File: config.mk
export PLATFORM = sky130hd
export DESIGN_NAME = btb_tag_ctrl
export DESIGN_NICKNAME = d
export VERILOG_FILES = /design/src/rtl/btb_tag_ctrl.sv
export SDC_FILE = /design/constraint.sdc
export NUM_CORES = 1
export LEC_CHECK = 0
export CORE_MARGIN = 2
export CORE_UTILIZATION = 51
export CTS_CLUSTER_SIZE = 24
export DETAILED_ROUTE_END_ITERATION = 12
export PLACE_DENSITY = 0.92
export SYNTH_ARGS = -nofsm -noshare
export SYNTH_HDL_FRONTEND = slang
export SYNTH_SLANG_ARGS = --single-unit
File: constraint.sdc
create_clock -name i_clk -period 4.65 [get_ports i_clk]
set_clock_uncertainty 0.2 [all_clocks]
set_input_delay 1.1625 -clock i_clk [delete_from_list [all_inputs] [get_ports i_clk]]
set_output_delay 1.1625 -clock i_clk [all_outputs]
set_load 0.01 [all_outputs]
File: src/rtl/btb_tag_ctrl.sv
// btb_tag_ctrl: BTB tag/valid RAM controller with lookup, queued updates and flush sweep.
// Define BTB_FLUSH_ON_RESET_EN to start a full flush sweep out of reset.
module btb_tag_ctrl (
  input  logic        i_clk,
  input  logic        i_reset,
  input  logic [31:0] i_fetch_pc,
  input  logic        i_upd_valid,
  input  logic [31:0] i_upd_pc,
  input  logic        i_upd_taken,
  output logic        o_upd_ready,
  input  logic        i_flush,
  output logic [9:0]  o_ram_addr,
  output logic        o_ram_wren,
  output logic [22:0] o_ram_wdata,
  input  logic [22:0] i_rd_data,
  output logic        o_hit,
  output logic        o_pred_taken,
  output logic        o_busy
);
  localparam logic [1:0] LOOKUP = 2'd0, UPD_RD = 2'd1, UPD_WR = 2'd2, FLUSH = 2'd3;
  logic [1:0] state, state_nx, cnt, cnt_nx, ctr, ctr_nx;
  logic [30:0] q0, q1;
  logic [22:0] rdq;
  logic [9:0] sweep;
  logic pend, push, pop, to_flush, hit_u, look, slot0;
  logic unused;
  assign unused = ^{i_fetch_pc[1:0], i_upd_pc[1:0]};
  // FIFO entries hold {pc[31:2], taken}; q0 is always the head
  always_comb begin
    pop = state == UPD_WR;
    look = state == LOOKUP || i_reset;
    o_upd_ready = i_reset || (state != FLUSH && (cnt != 2'd2 || pop));
    push = i_upd_valid && o_upd_ready && !i_reset;
    cnt_nx = cnt + {1'b0, push} - {1'b0, pop};
    slot0 = cnt == 2'd0 || (cnt == 2'd1 && pop);
    to_flush = pend && (state == LOOKUP || pop);
    hit_u = rdq[22] && rdq[19:0] == q0[30:11];
    ctr = rdq[21:20];
    ctr_nx = q0[0] ? (ctr == 2'd3 ? ctr : ctr + 2'd1) : (ctr == 2'd0 ? ctr : ctr - 2'd1);
    o_ram_addr = look ? i_fetch_pc[11:2] : state == FLUSH ? sweep : q0[10:1];
    o_ram_wren = !i_reset && (state == FLUSH || (pop && (hit_u || q0[0])));
    o_ram_wdata = state == FLUSH ? 23'h0 : {1'b1, hit_u ? ctr_nx : 2'b10, q0[30:11]};
    o_hit = look && i_rd_data[22] && i_rd_data[19:0] == i_fetch_pc[31:12];
    o_pred_taken = o_hit && i_rd_data[21];
    o_busy = !i_reset && (state == FLUSH || pend);
    state_nx = to_flush ? FLUSH :
               state == LOOKUP ? (cnt != 2'd0 ? UPD_RD : LOOKUP) :
               state == UPD_RD ? UPD_WR :
               state == UPD_WR ? (cnt_nx != 2'd0 ? UPD_RD : LOOKUP) :
               (sweep == 10'd1023 && !i_flush ? LOOKUP : FLUSH);
  end
  always_ff @(posedge i_clk) begin
    if (i_reset) begin
`ifdef BTB_FLUSH_ON_RESET_EN
      state <= FLUSH;
`else
      state <= LOOKUP;
`endif
      cnt <= 2'd0;
      pend <= 1'b0;
      sweep <= 10'd0;
    end else begin
      state <= state_nx;
      cnt <= to_flush ? 2'd0 : cnt_nx;
      pend <= !to_flush && (pend || (i_flush && state != FLUSH));
      sweep <= (state == FLUSH && !i_flush) ? sweep + 10'd1 : 10'd0;
    end
  end
  always_ff @(posedge i_clk) begin
    if (state == UPD_RD) rdq <= i_rd_data;
    if (pop) q0 <= q1;
    if (push) begin
      if (slot0) q0 <= {i_upd_pc[31:2], i_upd_taken};
      else q1 <= {i_upd_pc[31:2], i_upd_taken};
    end
  end
endmodule

==> impl_metrics.py, run 1 <==
metrics = {
    "run_status": {
        "run_status": "complete, no violations",
    },
    "synthesis": {
        "synth_top_area_share_pct": 36.31,
        "syn_area_sq_um": 4466,
        "ys_types": 42,
        "synthTopCellsByArea": "edfxtp_1, dfxtp_1, mux2i_1",
        "ys_seq_area_share_pct": 56.93,
        "yosysWarnings": 0,
        "yosys_register_bits": 100,
        "synth_nets": 502,
        "synth_top_area_cell": "edfxtp_1",
        "syn_avg_cell_area_sq_um": 10.97,
        "synth_cells": 407,
    },
    "global_route": {
        "grt_pass1_wl_um": 16860,
        "grt_pass1_vias": 3427,
        "grt_antenna_before_repair": 0,
        "grt_overflow": 0,
        "grt_usage_pct": 22.84,
        "grt_max_degree": 38,
    },
    "cts": {
        "cts_hold_buf": 0,
        "clk_latency_ps": 360,
        "cts_setup_buffers": 0,
        "cts_root_buffer": "clkbuf_8",
        "h-tree-depth": 3,
        "numCtsBuffers": 9,
        "ctsLongestPathBuffers": 2,
        "numClockSinks": 100,
        "clkTransAtPathRegs_ps": 90,
        "cts_tree": "done",
    },
    "power_and_ir_drop": {
        "internal-power_w": 0.001967,
        "power_frac_clock_pct": 18.3,
        "switchingPower_w": 0.0009574,
        "p_seq_share_pct": 44.8,
        "powerDensity_nw_per_um2": 486.0,
        "power_w": 0.002925,
        "vdd_drop_max_uv": 285.3,
        "p_sw_share_pct": 32.73,
        "combPwrFrac_pct": 36.9,
        "p_leak_nw": 2.246,
    },
    "cells_and_area": {
        "antenna_cells": 0,
        "finalNetCount": 626,
        "fin_area_sq_um": 6018,
        "area_delta_synth_final_pct": 34.77,
        "final_common_cell": "clkdlybuf4s50_1",
        "mostFrequentLayoutCells": "clkdlybuf4s50_1, edfxtp_1, nor2_1, a21oi_1, dfxtp_1",
        "drive_gt1_share_pct": 6.343,
    },
    "sta": {
        "drv_slew": 0,
        "hold_violations": 0,
        "timing.fmax_mhz": 220.9,
        "rsz0062_at_grt": "no",
        "worst-slew-pin-transition_ps": 922.0,
        "timing.final.crit_share_pct": 97.35,
        "finalSetupViolations": 0,
        "fin_crit_ps": 4527,
        "slew_headroom_pct": 38.21,
    },
    "routing": {
        "num_vias": 3478,
        "drt_wl_total_um": 10860,
        "drc": 0,
        "drt_iter0_markers": 188,
        "vias_per_cell": 5.401,
        "wire_per_inst_um": 16.87,
        "detail-route-antenna-nets": 0,
        "dr.pass1.iters": 5,
    },
    "floorplanning": {
        "die_h_um": 97.58,
        "num_rows": 34,
        "dieArea_sq_um": 9521,
        "initial_core_util_pct": 51.97,
        "io_pins": 130,
        "core_sq_um": 8593,
        "die_w_um": 97.58,
    },
    "place": {
        "io_buffer_count": 125,
        "placed_cell_area_sq_um": 5809,
        "dp.final_hpwl_um": 7856,
        "gp_congestion": 0.7986,
    },
    "worst_setup_path": {
        "path_max_fanout": 2,
        "worstPathArrival_ps": 3160,
        "startpoint_type": "input pin",
        "cp-end-kind": "primary output",
        "critPathKind": "in2out",
        "critPathRequiredTime_ps": 3290,
    },
    "flow_run": {
        "maxCapViolCount": 0,
    },
    "hold_path": {
        "min_path_type": "reg2reg",
    },
}
==> per-stage QoR <==
step                      TNS (ps)  setup WS [ps]  util [%]  cells  hold WS (ps)
after floorplan                  0          994.6         -    407         240.8
after global placement      -9.808         -9.808     67.60    628         277.0
after detailed placement    -47.70         -47.70     67.60    628         274.6
after CTS                        0          90.86     69.93    644         303.3
after global routing             0          6.062     70.03    644         326.1
final                            0          123.4     70.03    644         301.8
==> per-layer routing <==
layer	GRT usage, %	wire (um)
met1	27.32	4317
met4	8.974	216
met2	40.69	5714
met3	4.101	616
met5	0	0
==> cell type report <==
type | count | area (sq um)
Fill cell | 592 | 2575
Multi-Input combinational cell | 275 | 1794
Clock buffer | 12 | 166.4
Timing Repair Buffer | 132 | 1303
Clock inverter | 4 | 28.78
Tap cell | 108 | 135.1
Inverter | 13 | 48.80
Sequential cell | 100 | 2542
==> flip-flops by register name (all words and copies together), names as in the netlist <==
name / count
sweep: 10
q0: 31
cnt: 2
rdq: 23
q1: 31
state: 2
pend: 1
==> cell families after synthesis <==
logic type	Yosys count	synth area share, %
adders and majority gates	5	1.289
buffers and inverters	32	3.558
DFF	100	56.93
AOI/OAI and AO/OA	71	8.574
xor gates and xnor gates	41	8.041
muxes	37	8.294
and+or+nand+nor	121	13.31
==> critical path: stages <==
cell	delay (ps)
clkdlybuf4s50_1	430
xor2_1	170
nor4_2	270
nand4_1	240
nor4_4	310
clkdlybuf4s50_1	580
==> synthesized netlist by cell type, drive strengths merged <==
cell type  instances
dfxtp             46
and3               1
nand4b             1
a21o               2
xor2              29
o21a               1
xnor2             12
nor3               2
a21oi             46
buf               15
inv               13
a211oi             1
nand3              5
o21bai             1
a222oi             1
o2bb2ai            1
nand2             16
nand2b             1
o21ai             15
nor4              11
and2              17
nor2              55
ha                 3
edfxtp            54
o22ai              1
and4               1
nand4              4
nor2b              1
nand3b             1
maj3               2
clkbuf             4
mux2i             37
a31oi              1
or3                5
a22o               1
==> power by group through the flow <==
stage,registers (W),clock network (W),logic (W)
6_report,0.00131,0.000535,0.00108
4_1_cts,0.00131,0.000543,0.00108
2_1_floorplan,0.00127,0,0.000632
5_1_grt,0.00133,0.000576,0.00117
3_3_place_gp,0.00131,0,0.00104
3_5_place_dp,0.00133,0,0.00107
==> what timing repair did <==
action	CTS	global route
pin swaps	2	0
gates resized for setup	2	1
setup endpoints to repair	1	1
==> path summary, 6_finish.rpt <==
| check | from | slack, ps | endpoint | cells after the start |
|---|---|---|---|---|
| setup / recovery | i_rd_data[17] | 120 | o_hit | 6 |
| hold / removal | sweep[0] | 300 | sweep[0] | 1 |
| setup reg to reg | state[0] | 1380 | state[0] | 11 |
| hold reg to reg | sweep[0] | 300 | sweep[0] | 1 |
(Power assumes the default switching activity.)
==> run 2, diff against run 1 <==
SLEW_MARGIN = 10   (was default)
==> results of run 2 <==
Same layout as run 1: the final DEF is identical, and so are final timing and power.
==> run 3, diff against run 2 <==
CORE_UTILIZATION = 53   (was 51)
CTS_BUF_LIST = sky130_fd_sc_hd__clkbuf_4   (was default)
PLACE_DENSITY = 0.95   (was 0.92)
==> impl_metrics.py, run 3 (same netlist as run 1, synthesis figures left out) <==
metrics = {
    "worst_setup_path": {
        "cp-end-kind": "primary output",
        "path_max_fanout": 20,
        "worstPathArrival_ps": 2930,
        "critPathRequiredTime_ps": 3290,
        "startpoint_type": "input pin",
        "critPathKind": "in2out",
    },
    "cells_and_area": {
        "finalNetCount": 626,
        "area_delta_synth_final_pct": 34.41,
        "largest_registers": "q0 (31), q1 (31), rdq (23)",
        "antenna_cells": 0,
        "mostFrequentLayoutCells": "clkdlybuf4s50_1, edfxtp_1, nor2_1, a21oi_1, dfxtp_1",
        "final_common_cell": "clkdlybuf4s50_1",
        "fin_util_pct": 73.42,
        "drive_gt1_share_pct": 6.716,
    },
    "routing": {
        "detail-route-antenna-nets": 0,
        "drc": 0,
        "drt_iter0_markers": 167,
        "vias_per_cell": 5.540,
        "wire_per_inst_um": 17.37,
        "drt_wl_total_um": 11130,
        "num_vias": 3551,
        "dr.pass1.iters": 5,
    },
    "place": {
        "io_buffer_count": 125,
        "dp.final_hpwl_um": 7953,
        "place_ws_ps": -111.7,
        "gp_congestion": 0.7796,
    },
    "floorplanning": {
        "initial_core_util_pct": 54.62,
        "io_pins": 130,
        "dieArea_sq_um": 9176,
        "core_sq_um": 8175,
        "die_h_um": 95.79,
        "num_rows": 33,
        "die_w_um": 95.79,
    },
    "power_and_ir_drop": {
        "p_leak_nw": 2.271,
        "powerDensity_nw_per_um2": 485.6,
        "vdd_drop_max_uv": 291.6,
        "power_w": 0.002915,
    },
    "cts": {
        "clkTransAtPathRegs_ps": 140,
        "numClockSinks": 100,
        "h-tree-depth": 3,
        "cts_hold_buf": 0,
        "cts_root_buffer": "clkbuf_4",
        "clk_latency_ps": 450,
        "ctsLongestPathBuffers": 2,
        "numCtsBuffers": 9,
        "cts_tree": "done",
    },
    "run_status": {
        "run_status": "complete, no violations",
    },
    "global_route": {
        "grt_antenna_before_repair": 0,
        "grt_overflow": 0,
        "grt_max_degree": 63,
        "grt_pass1_vias": 3710,
        "grt_usage_pct": 25.57,
        "grt_pass1_wl_um": 17540,
    },
    "sta": {
        "worst-slew-pin-transition_ps": 809.8,
        "drv_slew": 0,
        "hold_violations": 0,
        "timing.final.crit_share_pct": 92.23,
        "slew_headroom_pct": 45.82,
        "tns_ps": 0,
        "rsz0062_at_grt": "no",
        "fin_crit_ps": 4289,
        "hold_slack_ps": 339.9,
        "finalSetupViolations": 0,
        "worst_slack_ps": 361.1,
        "timing.fmax_mhz": 233.2,
    },
    "hold_path": {
        "min_path_type": "reg2reg",
    },
    "flow_run": {
        "maxCapViolCount": 0,
    },
}
[run 3: layout make-up]
cell class,count,area (sq um)
flip-flops and latches,100,2542
fillers,546,2173
multi-input cells,275,1800
repair buffers,132,1309
well taps,105,131.4
clock inverters,6,95.09
clock buffers,10,75.07
inverters,13,48.80
[run 3: timing repair]
action / 4_1_cts / 5_1_grt
setup buffers: 1 / 0
resized for setup: 2 / 3
pin swaps: 3 / 4
endpoints found under the setup margin: 2 / 2
[run 3: worst paths after layout]
kind              startpoint       endpoint  slack [ps]  cells after the start
hold reg to reg     sweep[8]       sweep[8]         340                      2
hold / removal      sweep[8]       sweep[8]         340                      2
setup / recovery     i_reset  o_ram_addr[3]         360                      6
setup reg to reg    state[0]       state[0]        1250                     11
[run 3: routing by layer]
layer / share of wire (%) / vias to the layer above / wire, um / track usage (%)
li1: - / 1683 / - / -
met4: 3.4 / 0 / 374 / 12.50
met5: 0 / - / 0 / 0
met3: 6.6 / 34 / 738 / 6.265
met2: 52 / 166 / 5838 / 43.76
met1: 38 / 1668 / 4182 / 30.02
[run 3: per-stage QoR]
stage,instances,area (sq um)
6_report,641,6002
5_1_grt,641,6002
4_1_cts,641,5991
3_5_place_dp,624,5798
3_3_place_gp,624,5798
2_1_floorplan,407,4466
[run 3: where the power goes]
group | switching, W | leakage [nW] | internal (W)
registers | 0.000156 | 0.877 | 0.00115
clock network | 0.000292 | 0.0934 | 0.000232
logic | 0.000515 | 1.30 | 0.000566
total | 0.000963 | 2.27 | 0.00195
[run 3: critical path, stage by stage]
cell             delay [ps]
clkdlybuf4s50_1         510
o21bai_1                210
buf_4                   300
nand2_1                  90
o21ai_1                  90
clkdlybuf4s50_1         550
